### config.mk
export PLATFORM = sky130hd
export DESIGN_NAME = grey_conv_flat
export DESIGN_NICKNAME = d
export VERILOG_FILES = /design/src/rtl/grey_conv_if.sv /design/src/rtl/grey_conv.sv /design/src/flat_wrapper.sv
export SDC_FILE = /design/constraint.sdc
export NUM_CORES = 1
export LEC_CHECK = 0
export CORE_MARGIN = 2
export CORE_UTILIZATION = 47
export DETAILED_ROUTE_END_ITERATION = 7
export MAX_ROUTING_LAYER = met4
export PLACE_DENSITY_LB_ADDON = 0.25
export SETUP_SLACK_MARGIN = 0.1
export SLEW_MARGIN = 20
export SYNTH_ARGS = -nofsm -noshare
export SYNTH_HDL_FRONTEND = slang
export SYNTH_SLANG_ARGS = --single-unit
### constraint.sdc
create_clock -name clk_i -period 3.1 [get_ports clk_i]
set_input_delay 0.31 -clock clk_i [delete_from_list [all_inputs] [get_ports clk_i]]
set_output_delay 0.31 -clock clk_i [all_outputs]
set_load 0.02 [all_outputs]
### src/rtl/grey_conv_if.sv
// Parallel video bus: data enable, syncs and one RGB888 pixel per clock.
// The source drives through master and the sink receives through slave.
interface grey_conv_if;
    logic       de;
    logic       hs;
    logic       vs;
    logic [7:0] r;
    logic [7:0] g;
    logic [7:0] b;

    modport master (output de, hs, vs, r, g, b);
    modport slave  (input  de, hs, vs, r, g, b);
endinterface

### src/rtl/grey_conv.sv
// Three-stage RGB888 to luma stage with frame-synchronous mode switching.
// Syncs, data enable and the per-pixel mode travel down the pipe with the pixel.
module grey_conv #(
    parameter int unsigned AUTO_FRAMES = 60,
    parameter bit          VS_POL      = 1'b1
) (
    input  logic        clk_i,
    input  logic        rst_n_i,
    input  logic [1:0]  mode_i,
    grey_conv_if.slave  vid_i,
    grey_conv_if.master vid_o,
    output logic [1:0]  mode_o,
    output logic        frame_tgl_o
);

    localparam int unsigned CntW = (AUTO_FRAMES > 1) ? $clog2(AUTO_FRAMES) : 1;
    localparam logic [CntW-1:0] CntMax = CntW'(AUTO_FRAMES - 1);

    localparam logic [1:0] ModeGrey = 2'd1;
    localparam logic [1:0] ModeAuto = 2'd2;
    localparam logic [1:0] ModeInv  = 2'd3;

    // Frame control
    logic            vs_act, vs_act_q, frame_start;
    logic [CntW-1:0] cnt_q, cnt_d;
    logic            sel_q, sel_d;
    logic [1:0]      mode_q, mode_d;
    logic            tgl_q, tgl_d;

    // Pipeline stages
    logic        de1_q, hs1_q, vs1_q, de2_q, hs2_q, vs2_q, de3_q, hs3_q, vs3_q;
    logic [7:0]  r1_q, g1_q, b1_q, r2_q, g2_q, b2_q, r3_q, g3_q, b3_q;
    logic [7:0]  r3_d, g3_d, b3_d;
    logic [1:0]  mode1_q, mode2_q, mode3_q;
    logic [15:0] pr1_q, pg1_q, pb1_q;
    logic [16:0] sum2_q;
    logic [16:0] y_full;
    logic [7:0]  y, y_inv;

    assign vs_act      = (vid_i.vs == VS_POL);
    assign frame_start = vs_act & ~vs_act_q;

    // The mode loaded at a boundary already sees the post-wrap auto select.
    always_comb begin
        cnt_d  = cnt_q;
        sel_d  = sel_q;
        mode_d = mode_q;
        tgl_d  = tgl_q;
        if (frame_start) begin
            tgl_d = ~tgl_q;
            if (cnt_q == CntMax) begin
                cnt_d = '0;
                sel_d = ~sel_q;
            end else begin
                cnt_d = cnt_q + CntW'(1);
            end
            mode_d = (mode_i == ModeAuto) ? {1'b0, sel_d} : mode_i;
        end
    end

    always_comb begin
        y_full = sum2_q >> 8;
        y      = (y_full > 17'd255) ? 8'hFF : y_full[7:0];
        y_inv  = 8'hFF - y;
        r3_d   = '0;
        g3_d   = '0;
        b3_d   = '0;
        if (de2_q) begin
            case (mode2_q)
                ModeGrey: begin
                    r3_d = y;
                    g3_d = y;
                    b3_d = y;
                end
                ModeInv: begin
                    r3_d = y_inv;
                    g3_d = y_inv;
                    b3_d = y_inv;
                end
                default: begin
                    r3_d = r2_q;
                    g3_d = g2_q;
                    b3_d = b2_q;
                end
            endcase
        end
    end

    always_ff @(posedge clk_i or negedge rst_n_i) begin
        if (!rst_n_i) begin
            vs_act_q <= 1'b0;
            cnt_q    <= '0;
            sel_q    <= 1'b0;
            mode_q   <= '0;
            tgl_q    <= 1'b0;
            de1_q    <= 1'b0;
            hs1_q    <= 1'b0;
            vs1_q    <= 1'b0;
            r1_q     <= '0;
            g1_q     <= '0;
            b1_q     <= '0;
            mode1_q  <= '0;
            pr1_q    <= '0;
            pg1_q    <= '0;
            pb1_q    <= '0;
            de2_q    <= 1'b0;
            hs2_q    <= 1'b0;
            vs2_q    <= 1'b0;
            r2_q     <= '0;
            g2_q     <= '0;
            b2_q     <= '0;
            mode2_q  <= '0;
            sum2_q   <= '0;
            de3_q    <= 1'b0;
            hs3_q    <= 1'b0;
            vs3_q    <= 1'b0;
            r3_q     <= '0;
            g3_q     <= '0;
            b3_q     <= '0;
            mode3_q  <= '0;
        end else begin
            vs_act_q <= vs_act;
            cnt_q    <= cnt_d;
            sel_q    <= sel_d;
            mode_q   <= mode_d;
            tgl_q    <= tgl_d;
            // Stage 1: mode is bound to the pixel here, so a boundary never tears a pixel.
            de1_q    <= vid_i.de;
            hs1_q    <= vid_i.hs;
            vs1_q    <= vid_i.vs;
            r1_q     <= vid_i.r;
            g1_q     <= vid_i.g;
            b1_q     <= vid_i.b;
            mode1_q  <= mode_d;
            pr1_q    <= 16'(vid_i.r) * 16'd77;
            pg1_q    <= 16'(vid_i.g) * 16'd150;
            pb1_q    <= 16'(vid_i.b) * 16'd29;
            de2_q    <= de1_q;
            hs2_q    <= hs1_q;
            vs2_q    <= vs1_q;
            r2_q     <= r1_q;
            g2_q     <= g1_q;
            b2_q     <= b1_q;
            mode2_q  <= mode1_q;
            sum2_q   <= 17'(pr1_q) + 17'(pg1_q) + 17'(pb1_q) + 17'd128;
            de3_q    <= de2_q;
            hs3_q    <= hs2_q;
            vs3_q    <= vs2_q;
            r3_q     <= r3_d;
            g3_q     <= g3_d;
            b3_q     <= b3_d;
            mode3_q  <= mode2_q;
        end
    end

    assign vid_o.de    = de3_q;
    assign vid_o.hs    = hs3_q;
    assign vid_o.vs    = vs3_q;
    assign vid_o.r     = r3_q;
    assign vid_o.g     = g3_q;
    assign vid_o.b     = b3_q;
    assign mode_o      = mode3_q;
    assign frame_tgl_o = tgl_q;

endmodule

### src/flat_wrapper.sv
// flat-port wrapper written by rule: the top's interface ports become plain ports
module grey_conv_flat 
#(
    parameter int unsigned AUTO_FRAMES = 60,
    parameter bit          VS_POL      = 1'b1
)
  (clk_i, rst_n_i, mode_i, mode_o, frame_tgl_o, vid_i_de, vid_i_hs, vid_i_vs, vid_i_r, vid_i_g, vid_i_b, vid_o_de, vid_o_hs, vid_o_vs, vid_o_r, vid_o_g, vid_o_b);
  grey_conv_if vid_i_i ();
  grey_conv_if vid_o_i ();
  input  logic clk_i;
  input  logic rst_n_i;
  input  logic [1:0] mode_i;
  output logic [1:0] mode_o;
  output logic frame_tgl_o;
  input wire logic [$bits(vid_i_i.de)-1:0] vid_i_de;
  input wire logic [$bits(vid_i_i.hs)-1:0] vid_i_hs;
  input wire logic [$bits(vid_i_i.vs)-1:0] vid_i_vs;
  input wire logic [$bits(vid_i_i.r)-1:0] vid_i_r;
  input wire logic [$bits(vid_i_i.g)-1:0] vid_i_g;
  input wire logic [$bits(vid_i_i.b)-1:0] vid_i_b;
  output wire logic [$bits(vid_o_i.de)-1:0] vid_o_de;
  output wire logic [$bits(vid_o_i.hs)-1:0] vid_o_hs;
  output wire logic [$bits(vid_o_i.vs)-1:0] vid_o_vs;
  output wire logic [$bits(vid_o_i.r)-1:0] vid_o_r;
  output wire logic [$bits(vid_o_i.g)-1:0] vid_o_g;
  output wire logic [$bits(vid_o_i.b)-1:0] vid_o_b;
  assign vid_i_i.de = vid_i_de;
  assign vid_i_i.hs = vid_i_hs;
  assign vid_i_i.vs = vid_i_vs;
  assign vid_i_i.r = vid_i_r;
  assign vid_i_i.g = vid_i_g;
  assign vid_i_i.b = vid_i_b;
  assign vid_o_de = vid_o_i.de;
  assign vid_o_hs = vid_o_i.hs;
  assign vid_o_vs = vid_o_i.vs;
  assign vid_o_r = vid_o_i.r;
  assign vid_o_g = vid_o_i.g;
  assign vid_o_b = vid_o_i.b;
  grey_conv #(.AUTO_FRAMES(AUTO_FRAMES), .VS_POL(VS_POL)) u_core (.clk_i(clk_i), .rst_n_i(rst_n_i), .mode_i(mode_i), .vid_i(vid_i_i), .vid_o(vid_o_i), .mode_o(mode_o), .frame_tgl_o(frame_tgl_o));
endmodule
Word-level counts from Yosys, hierarchy flattened
Cells that the tools add are included.
Widths: inputs -> output; s select.
{"block": "totals", "output_inout_bits": 30, "reg_bits": 155}
{"block": "classes", "add_sub_neg": 5, "n_lt_le_gt_ge": 1, "bitwise_logic": 4, "n_mul": 3, "eq_ne": 4, "mux": 10}
{"op": "$pmux 8 s2", "n": 3}
{"op": "$mux 8", "n": 4}
{"op": "$mul 8x7->15 const B", "n": 2}
{"op": "$add 15x16->17", "n": 1}
{"op": "$add 17x13->17", "n": 1}
{"op": "$add 17x8->17 const B", "n": 1}
{"op": "$mul 8x5->13 const B", "n": 1}
{"op": "$gt 9x8->1 const B", "n": 1}
{"op": "$sub 8x8->8 const A", "n": 1}
{"op": "$add 6x1->6 const B", "n": 1}
{"op": "$eq 6x6->1 const B", "n": 1}
{"op": "$mux 6", "n": 1}
{"op": "$eq 2x2->1 const B", "n": 2}
{"op": "$not 1->1", "n": 3}
{"op": "$eq 2x1->1 const B", "n": 1}
{"op": "$mux 2", "n": 1}
{"op": "$and 1x1->1", "n": 1}
{"op": "$mux 1", "n": 1}

Depth between registers and ports, before layout
{"block": "logic_depth", "word_depth": 5, "ltp_mapped": 13, "depth_no_buf": 13}

Worst setup path after synthesis
OpenSTA, ideal clock, no wires.
{"block": "synth_timing", "kind": "input to register", "startpoint": "input vid_i_r[4]", "endpoint": "register u_core.pr1_q[13]", "path_slack_ps": -144, "setup_time_ps": 69, "path_stages": 12, "t_arrival_ps": 3176, "path_cell_list": "ha_1 -> ha_1 -> inv_1 -> fa_1 -> fa_1 -> inv_1 -> ha_1 -> or3_1 -> nor2_1 -> a21oi_1 -> or4_1 -> nand3_1"}
{"block": "synth_between", "elab_chain_len": 1}
{"item": "start, declared", "line_no": "flat_wrapper.sv:18", "source": "input wire logic [$bits(vid_i_i.r)-1:0] vid_i_r;"}
{"item": "$mul 8x7->15", "line_no": "grey_conv.sv:135", "source": "pr1_q <= 16'(vid_i.r) * 16'd77;"}
{"item": "end signal, assigned", "line_no": "grey_conv.sv:135"}
{"item": "end, declared", "line_no": "grey_conv.sv:35", "source": "logic [15:0] pr1_q, pg1_q, pb1_q;"}
Every way passes these cells.
A chain may end at the register's enable or synchronous reset.

Worst setup path after layout
{"block": "layout_timing", "startpoint": "input vid_i_b[1]", "endpoint": "register u_core.pb1_q[12]"}
{"block": "layout_between", "elab_chain_len": 1}
{"item": "start, declared", "line_no": "flat_wrapper.sv:20", "source": "input wire logic [$bits(vid_i_i.b)-1:0] vid_i_b;"}
{"item": "$mul 8x5->13", "line_no": "grey_conv.sv:137", "source": "pb1_q <= 16'(vid_i.b) * 16'd29;"}
{"item": "end signal, assigned", "line_no": "grey_conv.sv:137"}
{"item": "end, declared", "line_no": "grey_conv.sv:35"}
Every way passes these cells.

==> flow_summary.yaml <==
outcome:
  status: "finished clean"
routing:
  met1Wirelength_um: 7170
  drt_first_pass_iters: 4
  remaining_drc_errors: 0
  wl_met2_um: 8120
  wl_per_cell_um: 14.4
  dr.first_iter.drc_count: 197
  wl_met3_um: 555
  top_layer: "met4"
  avgViaCountPerCell: 5.02
  ant_nets: 0
  routed_wl_um: 16100
  vias: 5630
grt:
  grt_pass1_wl_um: 27200
  overflow: 0
  antenna_found_initial: 0
  grt_max_degree: 114
  grt_pass1_vias: 5902
  grt_usage_pct: 19.3
clock_tree:
  tritoncts: "built"
  cts_sinks: 142
  hold_buffers: 0
  cts_max_level: 4
  cts_inserted_buffers: 17
  cts.path.max_buffers: 2
  clkTransAtPathRegs_ps: 60
  clk_latency_ps: 410
  cts-root-buf: "clkbuf_16"
worst_setup_path:
  crit_path_cell_trace: "clkdlybuf4s15_2, buf_4, fa_1, ha_4, fa_1, ha_4, nor2b_1, o31a_1, or4_4, and3_4, a211oi_2"
  end_kind: "register"
  crit_end: "u_core.pb1_q[12]"
  cp.arrival_ps: 3260
  ff2ff_path_depth: 11
  critPathRequiredTime_ps: 3430
  critPathLaunchType: "input pin"
  reg2reg_to: "u_core.sum2_q[14]"
  crit_fanout: 3
  cpMaxStageDelayCell: "fa_1"
  reg2reg_slack_ps: 220
  worst_path_largest_cell_delay_ps: 540
  startpoint: "vid_i_b[1]"
  path_class: "input pin to register"
  timing.rr.start: "u_core.pg1_q[6]"
logic_synthesis:
  async_reset_ff_share_pct: 100
  synthTopCellsByArea: "dfrtp_1 43%, ha_1 19%, fa_1 9.2%, inv_1 5.6%, xnor2_1 2.8%"
  synth_nets: 926
  yosysWarnings: 0
  seq_area_frac_synth_pct: 43.2
  syn_avg_cell_area_um2: 11.3
  synthesis.area_mm2: 0.00823
  synth_cell_types: 47
  yosysTopAreaCell: "dfrtp_1"
  synthFlopType: "dfrtp_1"
  yosysTopAreaCellShare_pct: 43.2
  synth_seq_cells: 142
  synth_edf_count: 0
  synthCells: 729
power:
  netSwitchingPower_mw: 4.14
  leakage_nw: 5.32
  pwr-share-clk_pct: 19.3
  ir_drop_mv: 0.809
  p_seq_share_pct: 23.3
  power_frac_comb_pct: 57.4
  swShare_pct: 38.7
  power.density_mw_per_mm2: 1010
  p_int_mw: 6.56
final_layout:
  fin_nets: 1081
  fin_util_pct: 61.6
  mostFrequentLayoutCell: "dfrtp_1"
  diodes: 0
  area_growth_pct: 28.9
  finalNonFillerCells: 1122
  layout_common_cells: "142 x dfrtp_1, 113 x inv_1, 109 x ha_1, 86 x buf_4, 40 x clkdlybuf4s50_1"
  drive_above_1_share_pct: 21.0
die:
  initial_utilization_pct: 47.8
  die_h_um: 136
  io_pins: 61
  core_mm2: 0.0172
  die_width_um: 136
  die_area_mm2: 0.0186
  num_rows: 48
min_path:
  min_path_type: "input pin to async pin"
sta:
  finalCriticalPeriod_ps: 2930
  fmax_mhz: 341
  setup_viol: 0
  finalCritPeriodShare_pct: 94.6
  slew_viol_final: 0
  finClkSkew_ps: 7.81
  rsz0062_at_grt: "no"
  worst_pin_slew_ps: 969
  finalHoldViolCount: 0
  maxSlewHeadroom_pct: 35.4
  setup_tns_ps: 0
placed_design:
  dpl.hpwl_um: 12400
  dpl.cell_count: 1087
  place_congestion: 0.860
  portBuffers: 60
flow_run:
  drv_cap: 0
==> worst min-delay path by stage <==
| stage | endpoint | slack, ps | cells after the start | from |
|---|---|---|---|---|
| after floorplan | u_core.b1_q[0] | 10 | 0 | rst_n_i |
| after global placement | u_core.r2_q[6] | 330 | 0 | u_core.r1_q[6] |
| after detailed placement | u_core.b2_q[3] | 340 | 0 | u_core.b1_q[3] |
| after CTS | u_core.b2_q[3] | 70 | 1 | rst_n_i |
| after global routing | u_core.vid_o.hs | 110 | 1 | rst_n_i |
| final | u_core.vid_o.hs | 30 | 1 | rst_n_i |
==> registers in the layout, summed over array words and instances (netlist names), 2 cells and up <==
register,count
u_core.pg1_q,14
u_core.pr1_q,13
u_core.pb1_q,11
u_core.sum2_q,9
u_core.b1_q,8
u_core.b2_q,8
u_core.g1_q,8
u_core.g2_q,8
u_core.r1_q,8
u_core.r2_q,8
u_core.vid_o.b,8
u_core.vid_o.g,8
u_core.vid_o.r,8
u_core.cnt_q,6
u_core.mode2_q,2
u_core.mode_o,2
u_core.mode_q,2
==> cell families after synthesis <==
group,after synthesis,share of synthesized area (%)
fa+ha+maj,166,28.7
flops,142,43.2
buf+inv,133,6.06
simple gates,129,8.54
compound gates,124,9.83
xor+xnor,35,3.72
==> area by class of cell <==
class,count,area [um^2]
Sequential cell,142,3550
Tap cell,225,282
Clock buffer,21,460
Fill cell,1340,6620
Clock inverter,11,156
Timing Repair Buffer,146,1210
Inverter,123,462
Multi-Input combinational cell,454,4500
==> power by group through the flow <==
stage	clock [mW]	sequential (mW)	combinational, mW
final	2.07	2.49	6.14
after global routing	2.20	2.53	6.80
after CTS	2.11	2.50	5.45
after detailed placement	0	2.52	5.23
after global placement	0	2.51	5.05
after floorplan	0	2.51	3.80
==> what timing repair did <==
item | in CTS | in global routing
gates resized for setup | 48 | 39
endpoints found under the setup margin | 15 | 10
setup buffers | 2 | 1
pin swaps | 24 | 19
==> stage by stage <==
stage | setup slack, ps | power, mW | area (um^2) | hold WS (ps)
after CTS | 102 | 10.1 | 10500 | 73.4
final | 169 | 10.7 | 10600 | 27.3
after global routing | 73.7 | 11.5 | 10600 | 112
after global placement | -567 | 7.56 | 9760 | 334
after detailed placement | -643 | 7.75 | 9760 | 336
after floorplan | -0.921 | 6.31 | 8300 | 14.4
==> Yosys cell counts (3+ instances only) <==
cell,n
o21bai_1,4
a21boi_0,25
o21a_1,3
nor2_1,18
nand2b_1,30
and3_1,3
fa_1,38
inv_1,123
a31oi_1,4
dfrtp_1,142
xnor2_1,26
nor3_1,5
o21ai_0,32
a21o_1,9
nand2_1,25
a211oi_1,5
xor2_1,9
ha_1,128
or3_1,9
nand4_1,4
clkbuf_1,10
or4_1,4
nor2b_1,5
nand3_1,16
a21oi_1,25
==> worst max-delay path, delay by kind of cell <==
kind	cells	cell delay, ps
fa+ha+maj	4	1440
compound gates	2	430
simple gates	3	730
buf+inv	2	350
==> layer usage <==
metal | vias to the layer above | global-route usage (%)
met4 | 0 | 5.61
met2 | 125 | 32.8
li1 | 2728 | -
met3 | 30 | 3.99
met5 | - | -
met1 | 2747 | 23.3
No activity file was read; power rests on OpenSTA's default activity.
